[src/rtl/move_selector.sv]
// move_selector: button-driven 3x3 cursor, turn tracking and validated one-cycle move pulses for the grid recorder.
// Build macro TURN_TIMEOUT_EN adds an automatic move to the next empty cell after TURN_TIMEOUT idle cycles.
module move_selector #(
   parameter int unsigned SETTLE_CYCLES = 2,
   parameter int unsigned INVALID_HOLD  = 8,
   parameter int unsigned TURN_TIMEOUT  = 1000
) (
   input  logic       clk,
   input  logic       rst,
   input  logic       game_state,
   input  logic       btn_up,
   input  logic       btn_down,
   input  logic       btn_left,
   input  logic       btn_right,
   input  logic       btn_confirm,
   input  logic [1:0] x0,
   input  logic [1:0] x1,
   input  logic [1:0] x2,
   input  logic [1:0] x3,
   input  logic [1:0] x4,
   input  logic [1:0] x5,
   input  logic [1:0] x6,
   input  logic [1:0] x7,
   input  logic [1:0] x8,
   output logic [1:0] mark,
   output logic [3:0] position,
   output logic       whosTurn,
   output logic [3:0] cursor,
   output logic       invalid
);

   localparam int unsigned BTN_W  = 5;
   localparam int unsigned SET_W  = 4;
   localparam int unsigned INV_W  = 8;
   localparam logic [3:0]  CENTER = 4'd4;

   typedef enum logic [1:0] {IDLE, SELECT, COMMIT, SETTLE} state_t;

   state_t           state;
   logic [BTN_W-1:0] btn_raw;
   logic [BTN_W-1:0] btn_q;
   logic [BTN_W-1:0] btn_prev;
   logic [BTN_W-1:0] btn_armed;
   logic [BTN_W-1:0] btn_edge;
   logic [1:0]       sel_cell;
   logic [1:0]       turn_mark;
   logic [SET_W-1:0] settle_cnt;
   logic [INV_W-1:0] inv_cnt;

   // Bit order gives priority: confirm, up, down, left, right.
   assign btn_raw   = {btn_confirm, btn_up, btn_down, btn_left, btn_right};
   // A button only arms once it has been seen released, so a press held through reset cannot fire.
   assign btn_edge  = btn_q & ~btn_prev & btn_armed;
   assign turn_mark = whosTurn ? 2'b10 : 2'b01;

   always_comb begin
      sel_cell = 2'b00;
      case (cursor)
         4'd0:    sel_cell = x0;
         4'd1:    sel_cell = x1;
         4'd2:    sel_cell = x2;
         4'd3:    sel_cell = x3;
         4'd4:    sel_cell = x4;
         4'd5:    sel_cell = x5;
         4'd6:    sel_cell = x6;
         4'd7:    sel_cell = x7;
         4'd8:    sel_cell = x8;
         default: sel_cell = 2'b00;
      endcase
   end

   function automatic logic [3:0] step_up(input logic [3:0] c);
      return (c < 4'd3) ? c + 4'd6 : c - 4'd3;
   endfunction

   function automatic logic [3:0] step_down(input logic [3:0] c);
      return (c > 4'd5) ? c - 4'd6 : c + 4'd3;
   endfunction

   function automatic logic [3:0] step_left(input logic [3:0] c);
      return (c inside {4'd0, 4'd3, 4'd6}) ? c + 4'd2 : c - 4'd1;
   endfunction

   function automatic logic [3:0] step_right(input logic [3:0] c);
      return (c inside {4'd2, 4'd5, 4'd8}) ? c - 4'd2 : c + 4'd1;
   endfunction

`ifdef TURN_TIMEOUT_EN
   localparam int unsigned IDLE_W = $clog2(TURN_TIMEOUT + 1);

   logic [8:0][1:0]   cells;
   logic [IDLE_W-1:0] idle_cnt;
   logic              idle_expired;
   logic              scan_found;
   logic [3:0]        scan_pos;
   logic [4:0]        scan_idx;

   assign cells        = {x8, x7, x6, x5, x4, x3, x2, x1, x0};
   assign idle_expired = (idle_cnt == IDLE_W'(TURN_TIMEOUT - 1));

   // First empty cell scanning upward from the cursor with wrap; descending loop lets the nearest win.
   always_comb begin
      scan_found = 1'b0;
      scan_pos   = cursor;
      scan_idx   = '0;
      for (int k = 8; k >= 0; k--) begin
         scan_idx = 5'(cursor) + 5'(k);
         if (scan_idx >= 5'd9) scan_idx = scan_idx - 5'd9;
         if (cells[scan_idx[3:0]] == 2'b00) begin
            scan_found = 1'b1;
            scan_pos   = scan_idx[3:0];
         end
      end
   end

   always_ff @(posedge clk or negedge rst) begin
      if (!rst) begin
         idle_cnt <= '0;
      end else if (state != SELECT || !game_state || (|btn_edge) || idle_expired) begin
         idle_cnt <= '0;
      end else begin
         idle_cnt <= idle_cnt + IDLE_W'(1);
      end
   end
`else
   logic unused_timeout;
   assign unused_timeout = ^TURN_TIMEOUT;
`endif

   always_ff @(posedge clk or negedge rst) begin
      if (!rst) begin
         state      <= IDLE;
         mark       <= 2'b00;
         position   <= 4'd0;
         whosTurn   <= 1'b0;
         cursor     <= CENTER;
         invalid    <= 1'b0;
         settle_cnt <= '0;
         inv_cnt    <= '0;
         btn_q      <= '0;
         btn_prev   <= '0;
         btn_armed  <= '0;
      end else begin
         btn_q     <= btn_raw;
         btn_prev  <= btn_q;
         btn_armed <= btn_armed | ~btn_raw;

         // Invalid flag drops when its hold count runs out; a reject below reloads it.
         if (inv_cnt != '0) begin
            inv_cnt <= inv_cnt - INV_W'(1);
            if (inv_cnt == INV_W'(1)) invalid <= 1'b0;
         end

         case (state)
            IDLE: begin
               mark       <= 2'b00;
               cursor     <= CENTER;
               whosTurn   <= 1'b0;
               settle_cnt <= '0;
               if (game_state) state <= SELECT;
            end
            SELECT: begin
               mark <= 2'b00;
               if (!game_state) begin
                  state <= IDLE;
               end else if (btn_edge[4]) begin
                  if (sel_cell == 2'b00) begin
                     state    <= COMMIT;
                     mark     <= turn_mark;
                     position <= cursor;
                     invalid  <= 1'b0;
                     inv_cnt  <= '0;
                  end else begin
                     invalid <= 1'b1;
                     inv_cnt <= INV_W'(INVALID_HOLD);
                  end
               end else if (btn_edge[3]) begin
                  cursor <= step_up(cursor);
               end else if (btn_edge[2]) begin
                  cursor <= step_down(cursor);
               end else if (btn_edge[1]) begin
                  cursor <= step_left(cursor);
               end else if (btn_edge[0]) begin
                  cursor <= step_right(cursor);
               end
`ifdef TURN_TIMEOUT_EN
               else if (idle_expired && scan_found) begin
                  state    <= COMMIT;
                  cursor   <= scan_pos;
                  position <= scan_pos;
                  mark     <= turn_mark;
               end
`endif
            end
            COMMIT: begin
               // The pulse is already on mark this cycle; it completes even if the game halts.
               mark       <= 2'b00;
               whosTurn   <= ~whosTurn;
               settle_cnt <= '0;
               state      <= game_state ? SETTLE : IDLE;
            end
            SETTLE: begin
               mark <= 2'b00;
               if (!game_state) begin
                  state <= IDLE;
               end else if (settle_cnt == SET_W'(SETTLE_CYCLES - 1)) begin
                  settle_cnt <= '0;
                  state      <= SELECT;
               end else begin
                  settle_cnt <= settle_cnt + SET_W'(1);
               end
            end
            default: state <= IDLE;
         endcase
      end
   end

endmodule

[config.mk]
export PLATFORM = sky130hd
export DESIGN_NAME = move_selector
export DESIGN_NICKNAME = d
export VERILOG_FILES = /design/src/rtl/move_selector.sv
export SDC_FILE = /design/constraint.sdc
export NUM_CORES = 1
export LEC_CHECK = 0
export CORE_MARGIN = 2
export CORE_UTILIZATION = 40
export CTS_CLUSTER_SIZE = 8
export DETAILED_ROUTE_END_ITERATION = 7
export HOLD_SLACK_MARGIN = 0.12
export PLACE_DENSITY_LB_ADDON = 0.15
export RECOVER_POWER = 25
export SLEW_MARGIN = 20
export SYNTH_ARGS = -nofsm -noshare
export SYNTH_HDL_FRONTEND = slang
export SYNTH_SLANG_ARGS = --single-unit
[constraint.sdc]
create_clock -name clk -period 3.05 [get_ports clk]
set_input_delay 0.61 -clock clk [delete_from_list [all_inputs] [get_ports clk]]
set_output_delay 0.61 -clock clk [all_outputs]
set_load 0.02 [all_outputs]
==> metrics <==
run status finished, violations left; violated checks max-capacitance violations, max-slew violations; Final Skew just under 0.004 ns; Mapped Avg Cell Area ~10 sq um; Final nets approximately 320; cell area after synthesis roughly 0.0024 sq mm; hold_buf cts 0; critical path type reg2reg; die area between 0.006 and 0.007 sq mm; H-tree depth 2; die width approximately 80 um; Hold WC Path Type reg2reg; final period utilization 0.808; Max Slew Vio Count 42; per-cell routed wire length 14.4 um; Synth async-reset ratio 1.00; clk_lat worst skew between 0.2 and 0.3 ns; Routed Antenna Nets 0; drt pass-1 iters 4; final-report hold violation count 0; Final TNS setup 0 ns; max-cap viol count 1; largest net degree at the start of global routing 42; unrepaired setup endpoints after global routing false; Post-route DRC 0; vias in the first global route around 1,800; placer congestion estimate just over 0.8; Max VDD drop 0.341 mV; total CTS buffers 5; drt total wl 5090 um; Synthesis Warnings 0; Starting DRT DRC Count 86; Placed Instances 346; CTS tree yes; P_leak 1.20 nW; clock-pin slew on the worst setup and hold paths 0.07 ns; hpwl dp approximately 3700 um; Core ar. between 0.005 and 0.006 sq mm; worst slew pin tran around 2.1 ns; WP data arrival 2.64 ns; cts repair resizes 0; gr usage total 0.167; Rel. slew slack -0.420; Starting Density 0.408; Netlist cell types 58; vias post-DR 1,871; register area share after synthesis 0.433; Main synth FF type dfrtp_1; # diodes 0; initial antenna violation count 0; crit-path max FO 7; global route total overflow 0; clock root cell clkbuf_8; setup violators final 0; share of cells above drive strength 1 0.0968; clk sink count about 40; register bit total from synthesis between 40 and 50; # IOs 38; Power Density 572 mW/mm^2; area grow syn2layout 21.8%; Clock Path Buffers 2; CP Data Required Time approximately 3.2 ns; Die Y-Extent about 80 um; PortBufs 37; global-route wire length before repair 8360 um; row cnt 28; syn nets ~280; Post-synth EDFFs 0; CP startpoint kind flop; via/cell ratio 5.29; post-CTS setup buffers 0; Max Clock Freq around 410 MHz; Finished Layout Cells 354; cells after synthesis between 200 and 250; fin crit period approximately 2.5 ns; CP endpoint kind flop
[per-layer routing]
metal | part of all wire | track usage | up-vias
met2 | 0.46 | 0.270 | 50
li1 | - | - | 928
met1 | 0.47 | 0.219 | 886
met3 | 0.052 | 0.0311 | 7
met5 | 0 | 0 | -
met4 | 0.018 | 0.0746 | 0
[final timing paths]
| path | from | endpoint | slack, ns | cells after the start |
|---|---|---|---|---|
| worst min register to register | btn_q[3] | btn_prev[3] | 0.37 | 0 |
| worst max register to register | cursor[1] | position[1] | 0.59 | 8 |
| max in group asynchronous | rst | btn_q[2] | 0.90 | 1 |
| worst max-delay path | cursor[1] | position[1] | 0.59 | 8 |
| worst min-delay path | btn_q[3] | btn_prev[3] | 0.37 | 0 |
| min in group asynchronous | rst | inv_cnt[6] | 0.93 | 1 |
[synth_stat cells, drive strengths merged, types with 2 or more instances]
library cell | number | share of area
xor2 | 2 | 0.0074
o22ai | 4 | 0.011
nand3b | 5 | 0.016
dfrtp | 40 | 0.42
or4 | 2 | 0.0063
xnor2 | 6 | 0.022
a31o | 2 | 0.0074
o21ai | 11 | 0.023
or2 | 2 | 0.0053
nand3 | 8 | 0.017
ha | 15 | 0.079
nand2b | 10 | 0.026
inv | 8 | 0.013
a31oi | 4 | 0.011
buf | 3 | 0.014
a21oi | 10 | 0.021
mux2i | 3 | 0.013
nand2 | 21 | 0.036
nor3 | 8 | 0.017
nor2 | 24 | 0.038
mux2 | 5 | 0.030
nor4 | 2 | 0.0053
and3 | 2 | 0.0058
clkbuf | 6 | 0.020
and2 | 4 | 0.011
o21a | 3 | 0.0095
a211oi | 3 | 0.0095
o211ai | 3 | 0.0095
[where the power goes]
group | internal (W) | switching, W | total [W]
Sequential | 0.000632 | 0.0000814 | 0.000713
Clock | 0.000204 | 0.000174 | 0.000378
Combinational | 0.000274 | 0.000287 | 0.000561
Total | 0.00111 | 0.000542 | 0.00165
[per-stage QoR]
| stage | worst slack, ns | hold WS (ns) | total power [W] | area (sq um) | util |
|---|---|---|---|---|---|
| 2_1_floorplan | 0.658 | 0.314 | 0.00110 | 2370 | - |
| 3_3_place_gp | 0.465 | 0.355 | 0.00128 | 2790 | 0.479 |
| 3_5_place_dp | 0.382 | 0.359 | 0.00129 | 2790 | 0.479 |
| 4_1_cts | 0.592 | 0.376 | 0.00168 | 2890 | 0.497 |
| 5_1_grt | 0.419 | 0.378 | 0.00178 | 2890 | 0.497 |
| 6_report | 0.586 | 0.373 | 0.00165 | 2890 | 0.497 |
[cells by family (layout without fill, tap and decap cells)]
family	count (synthesis)	after routing	share of synthesized area
AO/OA/AOI/OAI	55	55	0.165
XOR/XNOR	8	8	0.0296
adder cells (fa/ha/maj)	15	15	0.0792
buffers and inverters	17	58	0.0464
flip-flops	41	41	0.433
multiplexers	8	8	0.0427
AND/OR/NAND/NOR	94	94	0.204
[cell usage in the layout (no fill, tap or decap), types with 2 or more instances in the layout]
| master | synthesis | final |
|---|---|---|
| nor2_1 | 24 | 24 |
| or4_1 | 2 | 2 |
| mux2_4 | 4 | 4 |
| a31o_2 | 2 | 2 |
| ha_1 | 15 | 15 |
| dlygate4sd3_1 | 0 | 5 |
| xor2_1 | 2 | 2 |
| nor3_1 | 8 | 8 |
| o211ai_1 | 3 | 3 |
| nand2b_1 | 10 | 10 |
| o21a_1 | 3 | 3 |
| a31oi_1 | 4 | 4 |
| nand3_1 | 8 | 8 |
| mux2i_1 | 3 | 3 |
| xnor2_1 | 6 | 6 |
| and2_1 | 3 | 3 |
| o22ai_1 | 4 | 4 |
| nor4_1 | 2 | 2 |
| a211oi_1 | 3 | 3 |
| a21oi_1 | 10 | 10 |
| buf_4 | 0 | 5 |
| clkdlybuf4s50_1 | 0 | 31 |
| inv_1 | 8 | 8 |
| dfrtp_1 | 40 | 40 |
| o21ai_0 | 10 | 10 |
| nand3b_1 | 5 | 5 |
| clkbuf_8 | 2 | 7 |
| nand2_1 | 20 | 20 |
[cell type report]
| type | instances | area (sq um) |
|---|---|---|
| multi-input combinational | 180 | 1230 |
| clock buffer | 7 | 96.3 |
| timing repair buffer | 42 | 402 |
| inverter | 8 | 30.0 |
| tap | 75 | 93.8 |
| sequential | 41 | 1030 |
| clock inverter | 1 | 5.00 |
| fill | 601 | 2930 |
[critical path: stages (launching register included)]
cell	delay (ns)
dfrtp_1	0.34
inv_1	0.14
ha_1	0.31
a221oi_1	0.32
a32oi_1	0.09
o21a_1	0.23
a2111oi_4	0.43
nand2_4	0.16
mux2_4	0.32
[flip-flops by register name, summed over array words and instances, names as in the netlist]
register / count
inv_cnt: 8
btn_armed: 5
btn_prev: 5
btn_q: 5
cursor: 4
position: 4
settle_cnt: 4
mark: 2
state: 2
invalid: 1
whosTurn: 1
Power figures use the tool's default switching activity.
